**src/rtl/ctrl_pkg.sv**
```systemverilog
// Shared definitions for the multicycle controller: opcodes, FSM state
// encoding, instruction classes and ALU operation codes.
package ctrl_pkg;

   // Base opcodes recognised by the decoder (IR[6:0])
   localparam logic [6:0] OP_R      = 7'b0110011;
   localparam logic [6:0] OP_I      = 7'b0010011;
   localparam logic [6:0] OP_LOAD   = 7'b0000011;
   localparam logic [6:0] OP_STORE  = 7'b0100011;
   localparam logic [6:0] OP_BRANCH = 7'b1100011;
   localparam logic [6:0] OP_JAL    = 7'b1101111;
   localparam logic [6:0] OP_JALR   = 7'b1100111;
   localparam logic [6:0] OP_LUI    = 7'b0110111;

   // ALU operation selects
   localparam logic [1:0] ALU_ADD    = 2'b00;
   localparam logic [1:0] ALU_BRANCH = 2'b01;
   localparam logic [1:0] ALU_RTYPE  = 2'b10;

   // Word access size used when sub-word accesses are not supported
   localparam logic [1:0] SIZE_WORD  = 2'b10;

   // Width of the memory latency down-counter (MEM_LAT is 1..15)
   localparam int CNT_W = 4;

   typedef enum logic [2:0] {
      ST_FETCH  = 3'd0,
      ST_DECODE = 3'd1,
      ST_EXEC   = 3'd2,
      ST_MEM    = 3'd3,
      ST_IOWAIT = 3'd4,
      ST_WB     = 3'd5,
      ST_TRAP   = 3'd6
   } state_t;

   typedef enum logic [3:0] {
      CLS_R       = 4'd0,
      CLS_I       = 4'd1,
      CLS_LOAD    = 4'd2,
      CLS_STORE   = 4'd3,
      CLS_BRANCH  = 4'd4,
      CLS_JAL     = 4'd5,
      CLS_JALR    = 4'd6,
      CLS_LUI     = 4'd7,
      CLS_ILLEGAL = 4'd8
   } inst_class_t;

endpackage

```
**src/rtl/inst_decoder.sv**
```systemverilog
// Combinational decode of the latched instruction register.
// Optional feature macro: CTRL_SUBWORD_EN enables byte/halfword loads and
// stores; without it only word accesses are legal.
module inst_decoder
   import ctrl_pkg::*;
(
   input  logic [14:0]  ir_bits,
   output inst_class_t  inst_class,
   output logic         legal,
   output logic [1:0]   alu_op,
   output logic         alu_src,
   output logic [2:0]   branch_type,
   output logic [1:0]   mem_size,
   output logic         mem_unsigned,
   output logic         rd_nonzero
);

   logic [6:0] opcode;
   logic [2:0] funct3;

   assign opcode      = ir_bits[6:0];
   assign funct3      = ir_bits[14:12];
   assign rd_nonzero  = |ir_bits[11:7];
   assign branch_type = funct3;

   // Classify the opcode and check that load/store widths are supported
   always_comb begin
      inst_class = CLS_ILLEGAL;
      legal      = 1'b1;
      case (opcode)
         OP_R:      inst_class = CLS_R;
         OP_I:      inst_class = CLS_I;
         OP_BRANCH: inst_class = CLS_BRANCH;
         OP_JAL:    inst_class = CLS_JAL;
         OP_JALR:   inst_class = CLS_JALR;
         OP_LUI:    inst_class = CLS_LUI;
         OP_LOAD: begin
            inst_class = CLS_LOAD;
`ifdef CTRL_SUBWORD_EN
            legal = (funct3 == 3'b000) || (funct3 == 3'b001) || (funct3 == 3'b010) ||
                    (funct3 == 3'b100) || (funct3 == 3'b101);
`else
            legal = (funct3 == 3'b010);
`endif
         end
         OP_STORE: begin
            inst_class = CLS_STORE;
`ifdef CTRL_SUBWORD_EN
            legal = (funct3 == 3'b000) || (funct3 == 3'b001) || (funct3 == 3'b010);
`else
            legal = (funct3 == 3'b010);
`endif
         end
         default:   legal = 1'b0;
      endcase
   end

   assign alu_op  = (inst_class == CLS_R)      ? ALU_RTYPE  :
                    (inst_class == CLS_BRANCH) ? ALU_BRANCH : ALU_ADD;
   assign alu_src = (inst_class == CLS_I) || (inst_class == CLS_LOAD) ||
                    (inst_class == CLS_STORE) || (inst_class == CLS_JALR);

`ifdef CTRL_SUBWORD_EN
   assign mem_size     = funct3[1:0];
   assign mem_unsigned = funct3[2];
`else
   assign mem_size     = SIZE_WORD;
   assign mem_unsigned = 1'b0;
`endif

endmodule

```
**src/rtl/multicycle_controller.sv**
```systemverilog
// Multicycle FSM controller: fetch, decode, execute, memory/IO access and
// write-back, with an unbounded IO wait and a sticky illegal-instruction trap.
// Sub-word load/store support is selected by CTRL_SUBWORD_EN (see inst_decoder).
module multicycle_controller
   import ctrl_pkg::*;
#(
   parameter int IO_ADDR_BITS = 22,
   parameter int MEM_LAT      = 2
) (
   input  logic        clk,
   input  logic        rst_n,
   input  logic [31:0] inst,
   input  logic        imem_ready,
   input  logic [31:0] alu_result,
   input  logic        branch_taken,
   input  logic        io_ready,
   output logic        ir_write,
   output logic        pc_write,
   output logic        reg_write,
   output logic        mem_read,
   output logic        mem_write,
   output logic        io_read,
   output logic        io_write,
   output logic        mem_or_io_to_reg,
   output logic        alu_src,
   output logic        branch,
   output logic        jump,
   output logic [1:0]  alu_op,
   output logic [2:0]  branch_type,
   output logic [1:0]  mem_size,
   output logic        mem_unsigned,
   output logic        illegal_inst,
   output logic [2:0]  state
);

   state_t             state_reg;
   logic [31:0]        ir_reg;
   logic [CNT_W-1:0]   cnt_reg;
   logic               io_sel_reg;
   logic               illegal_reg;
   logic               run_reg;

   inst_class_t        inst_class;
   logic               legal;
   logic               rd_nonzero;
   logic               is_load, is_store, is_branch, is_jump;
   logic               addr_is_io;
   logic               unused_bits;

   inst_decoder u_dec (
      .ir_bits      (ir_reg[14:0]),
      .inst_class   (inst_class),
      .legal        (legal),
      .alu_op       (alu_op),
      .alu_src      (alu_src),
      .branch_type  (branch_type),
      .mem_size     (mem_size),
      .mem_unsigned (mem_unsigned),
      .rd_nonzero   (rd_nonzero)
   );

   assign is_load    = (inst_class == CLS_LOAD);
   assign is_store   = (inst_class == CLS_STORE);
   assign is_branch  = (inst_class == CLS_BRANCH);
   assign is_jump    = (inst_class == CLS_JAL) || (inst_class == CLS_JALR);
   assign addr_is_io = &alu_result[IO_ADDR_BITS-1:0];

   // The comparator result is consumed by the datapath, not the sequencer
   assign unused_bits = ^{ir_reg[31:15], alu_result, branch_taken};

   assign state        = state_reg;
   assign illegal_inst = illegal_reg;

   // State sequencing, IR latch, latency counter, IO select and sticky error;
   // run_reg holds the FSM idle until the first edge after reset release
   always_ff @(posedge clk or negedge rst_n) begin
      if (!rst_n) begin
         state_reg   <= ST_FETCH;
         ir_reg      <= '0;
         cnt_reg     <= '0;
         io_sel_reg  <= 1'b0;
         illegal_reg <= 1'b0;
         run_reg     <= 1'b0;
      end else if (!run_reg) begin
         run_reg <= 1'b1;
      end else begin
         case (state_reg)
            ST_FETCH: begin
               if (imem_ready) begin
                  ir_reg    <= inst;
                  state_reg <= ST_DECODE;
               end
            end
            ST_DECODE: begin
               if (legal) begin
                  state_reg <= ST_EXEC;
               end else begin
                  state_reg   <= ST_TRAP;
                  illegal_reg <= 1'b1;
               end
            end
            ST_EXEC: begin
               io_sel_reg <= addr_is_io;
               cnt_reg    <= CNT_W'(MEM_LAT);
               case (inst_class)
                  CLS_LOAD, CLS_STORE:         state_reg <= addr_is_io ? ST_IOWAIT : ST_MEM;
                  CLS_BRANCH, CLS_JAL, CLS_JALR: state_reg <= ST_FETCH;
                  default:                     state_reg <= ST_WB;
               endcase
            end
            ST_MEM: begin
               cnt_reg <= cnt_reg - 1'b1;
               if (cnt_reg <= CNT_W'(1)) begin
                  state_reg <= is_load ? ST_WB : ST_FETCH;
               end
            end
            ST_IOWAIT: begin
               if (io_ready) begin
                  state_reg <= is_load ? ST_WB : ST_FETCH;
               end
            end
            ST_WB:   state_reg <= ST_FETCH;
            ST_TRAP: state_reg <= ST_TRAP;
            default: state_reg <= ST_FETCH;
         endcase
      end
   end

   // Phase-qualified strobes; all forced low while reset or idle after reset
   always_comb begin
      ir_write         = 1'b0;
      pc_write         = 1'b0;
      reg_write        = 1'b0;
      mem_read         = 1'b0;
      mem_write        = 1'b0;
      io_read          = 1'b0;
      io_write         = 1'b0;
      mem_or_io_to_reg = 1'b0;
      branch           = 1'b0;
      jump             = 1'b0;
      if (run_reg) begin
         case (state_reg)
            ST_FETCH: ir_write = imem_ready;
            ST_EXEC: begin
               branch   = is_branch;
               jump     = is_jump;
               pc_write = is_branch || is_jump;
            end
            ST_MEM: begin
               mem_read  = is_load && !io_sel_reg;
               mem_write = is_store && !io_sel_reg;
               pc_write  = is_store && (cnt_reg == CNT_W'(1));
            end
            ST_IOWAIT: begin
               io_read  = is_load && io_sel_reg;
               io_write = is_store && io_sel_reg;
               pc_write = is_store && io_ready;
            end
            ST_WB: begin
               reg_write        = rd_nonzero;
               pc_write         = 1'b1;
               mem_or_io_to_reg = is_load;
            end
            default: ;
         endcase
      end
   end

endmodule

```
**config.mk**
```make
export PLATFORM = sky130hd
export DESIGN_NAME = multicycle_controller
export DESIGN_NICKNAME = d
export VERILOG_FILES = /design/src/rtl/ctrl_pkg.sv /design/src/rtl/inst_decoder.sv /design/src/rtl/multicycle_controller.sv
export SDC_FILE = /design/constraint.sdc
export NUM_CORES = 1
export LEC_CHECK = 0
export ABC_AREA = 1
export BUFFER_PORTS_ARGS = -buffer_cell sky130_fd_sc_hd__clkbuf_2
export CORE_MARGIN = 3
export CORE_UTILIZATION = 35
export DETAILED_ROUTE_END_ITERATION = 6
export PLACE_DENSITY = 0.66
export REMOVE_ABC_BUFFERS = 1
export SLEW_MARGIN = 10
export SYNTH_ARGS = -nofsm -noshare
export SYNTH_HDL_FRONTEND = slang
export SYNTH_SLANG_ARGS = --single-unit
```
**constraint.sdc**
```tcl
create_clock -name clk -period 3.9 [get_ports clk]
set_input_delay 0.78 -clock clk [delete_from_list [all_inputs] [get_ports clk]]
set_output_delay 0.78 -clock clk [all_outputs]
set_load 0.05 [all_outputs]
```
==> results.cfg <==
[global_routing]
grt_first_pass_wirelength_microns = 6403
grt_overflow = 0
grt_max_degree = 26
grt_pass1_vias = 1484
antenna_found_initial = 0
grt_usage = 0.1497

[timing]
slew_headroom = 0.5733
post-route-period-util = 0.7318
worstMarginPinSlew_ns = 0.6401
max_freq_mhz = 350.4
rsz0062_at_grt = no
period_needed_ns = 2.854
finalSetupTns_ns = 0
setup_viol = 0
hold_slack_ns = 0.4614
final.setup_skew_ns = 0.003229
finalMaxSlewViolations = 0
hold_viol = 0

[clock_network]
cts_tree = done
cts_resized = 0
clkTransAtPathRegs_ns = 0.09
worstSkewPairLatency_ns = 0.27
numClockSinks = 25
cts_setup_buffers = 0
clk_path_buf_depth = 2
cts-hold-fix-buffers = 0
cts-htree-levels = 1
cts_buffers = 3
root_buffer = clkbuf_8

[final_layout]
fin_area_sq_um = 1937
antenna_cells = 0
stdcell_count = 338
seqCellArea_sq_um = 625.6
largest_reg_flops = 15
synthToLayoutAreaGrowth_pct = 20.47
layout.nets = 358
multi_input_area_sq_um = 803.3
drive_gt1_frac = 0.2902
n_fill_cell = 467
post-route-util = 0.4418

[setup_path]
critPathMaxStageDelay_ns = 0.51
critPathKind = reg -> out
slowest_stage = dfrtp_1
critPathLaunchType = flop
critical_path.cell_chain = nor2_1 > nand2_1 > inv_1 > nand3_2 > inv_2 > clkbuf_2
cp.required_ns = 3.12
critPathArrivalTime_ns = 2.07
endpoint_kind = output pin
crit_fanout = 21

[floorplan]
rows = 24
io_pins = 92
dieArea_sq_um = 5443
core-area_sq_um = 4384
initial_utilization = 0.3667
die_width_microns = 73.78
die_h_microns = 73.78

[routing]
drtIter0Drc = 68
drtAntennaViolNets = 0
drt_pass1_iterations = 4
wl_per_cell_microns = 11.06
routed_via_density = 4.556
drc = 0
num_vias = 1540
routed_wl_microns = 3737

[synth]
async_flop_share = 1.000
synth_edf_count = 0
yosys.cell_types.count = 33
synth_commonest_cells = nand2_1, nor2_1, dfrtp_1
netlist.area_leader.share = 0.3891
synth_flop_cell = dfrtp_1
seq_area_frac_synth = 0.3891
syn_area_sq_um = 1608
synth_top_area_cell = dfrtp_1
synth_area_leaders = dfrtp_1, nand2_1, nor2_1
yosysMostFrequentCell = nand2_1
syn_inst = 231
syn_avg_cell_area_sq_um = 6.960
ys_warn_count = 0
ys_ff_latch = 25

[placement]
placed_area_sq_um = 1891
dp_hpwl_microns = 2991
numPortBuffers = 60
gp_congestion = 0.8599
dp_cells = 334

[pwr]
p_leak_nw = 1.066
power_density_nw_per_um2 = 663.6
irDropWorstVdd_mv = 0.2999

[worst_hold_path]
hp-class = reg -> reg

[flow_run]
cap_viol_max_count = 0

[outcome]
outcome = completed
[cell usage in the layout (no fill, tap or decap), types with 2 or more instances in the layout]
cell / Yosys / final
nand3_1: 10 / 10
nor2_2: 3 / 3
o21ai_0: 7 / 7
or2_1: 2 / 2
clkbuf_8: 1 / 3
nand3_2: 2 / 2
inv_1: 19 / 19
conb_1: 2 / 4
nor3_1: 5 / 5
inv_2: 5 / 5
nand2_1: 79 / 79
nand4_1: 6 / 6
clkbuf_2: 0 / 60
nor2_1: 30 / 30
ha_1: 2 / 2
dfrtp_1: 25 / 25
nand2_2: 2 / 2
a21oi_1: 3 / 3
nor2_4: 2 / 2
o21ai_1: 5 / 5
[layout make-up]
type / instances / area share
clock buffer: 3 / 0.02132
multi-input combinational: 172 / 0.4147
inverter: 25 / 0.04974
clock inverter: 1 / 0.002584
sequential: 25 / 0.3230
timing repair buffer: 60 / 0.1550
tap: 52 / 0.03359
[through the flow]
stage / worst slack [ns] / power, mW
global placement: 1.277 / 1.129
global route: 0.8470 / 1.408
finish: 1.046 / 1.285
CTS: 1.022 / 1.299
detailed placement: 1.271 / 1.139
floorplan: 1.049 / 0.9772
[layer usage]
metal	vias to the layer above	GRT usage	wire length, microns
met1	674	0.1895	1683
met5	-	0	0
met3	4	0.03830	213
met4	0	0.03018	31
met2	35	0.2569	1808
li1	827	-	-
[power breakdown]
part | switching (mW) | internal, mW
clock network | 0.0851 | 0.0715
logic | 0.437 | 0.195
registers | 0.122 | 0.374
total | 0.645 | 0.641
[kinds of logic after synthesis]
| group | after synthesis | synth area share |
|---|---|---|
| other cells | 2 | 0.004671 |
| compound gates | 22 | 0.08016 |
| simple gates | 144 | 0.3946 |
| flops | 25 | 0.3891 |
| fa+ha+maj | 2 | 0.01556 |
| buf+inv | 36 | 0.1160 |
[path summary, 6_finish.rpt]
kind                         endpoint        from  slack (ns)  cells after the start
max                          ir_write    state[1]        1.05                      6
min                        cnt_reg[3]  cnt_reg[3]        0.46                      1
max reg2reg                 ir_reg[4]    state[1]        2.20                      7
min reg2reg                cnt_reg[3]  cnt_reg[3]        0.46                      1
max in group asynchronous   ir_reg[1]       rst_n        2.97                      1
min in group asynchronous  cnt_reg[1]       rst_n        0.51                      1
[worst max-delay path: cells and delay by family, from the launching register on]
family                 cells  cell delay, ns
and+or+nand+nor            3            0.48
buffers and inverters      3            0.80
DFF                        1            0.51
(Power assumes the default switching activity.)
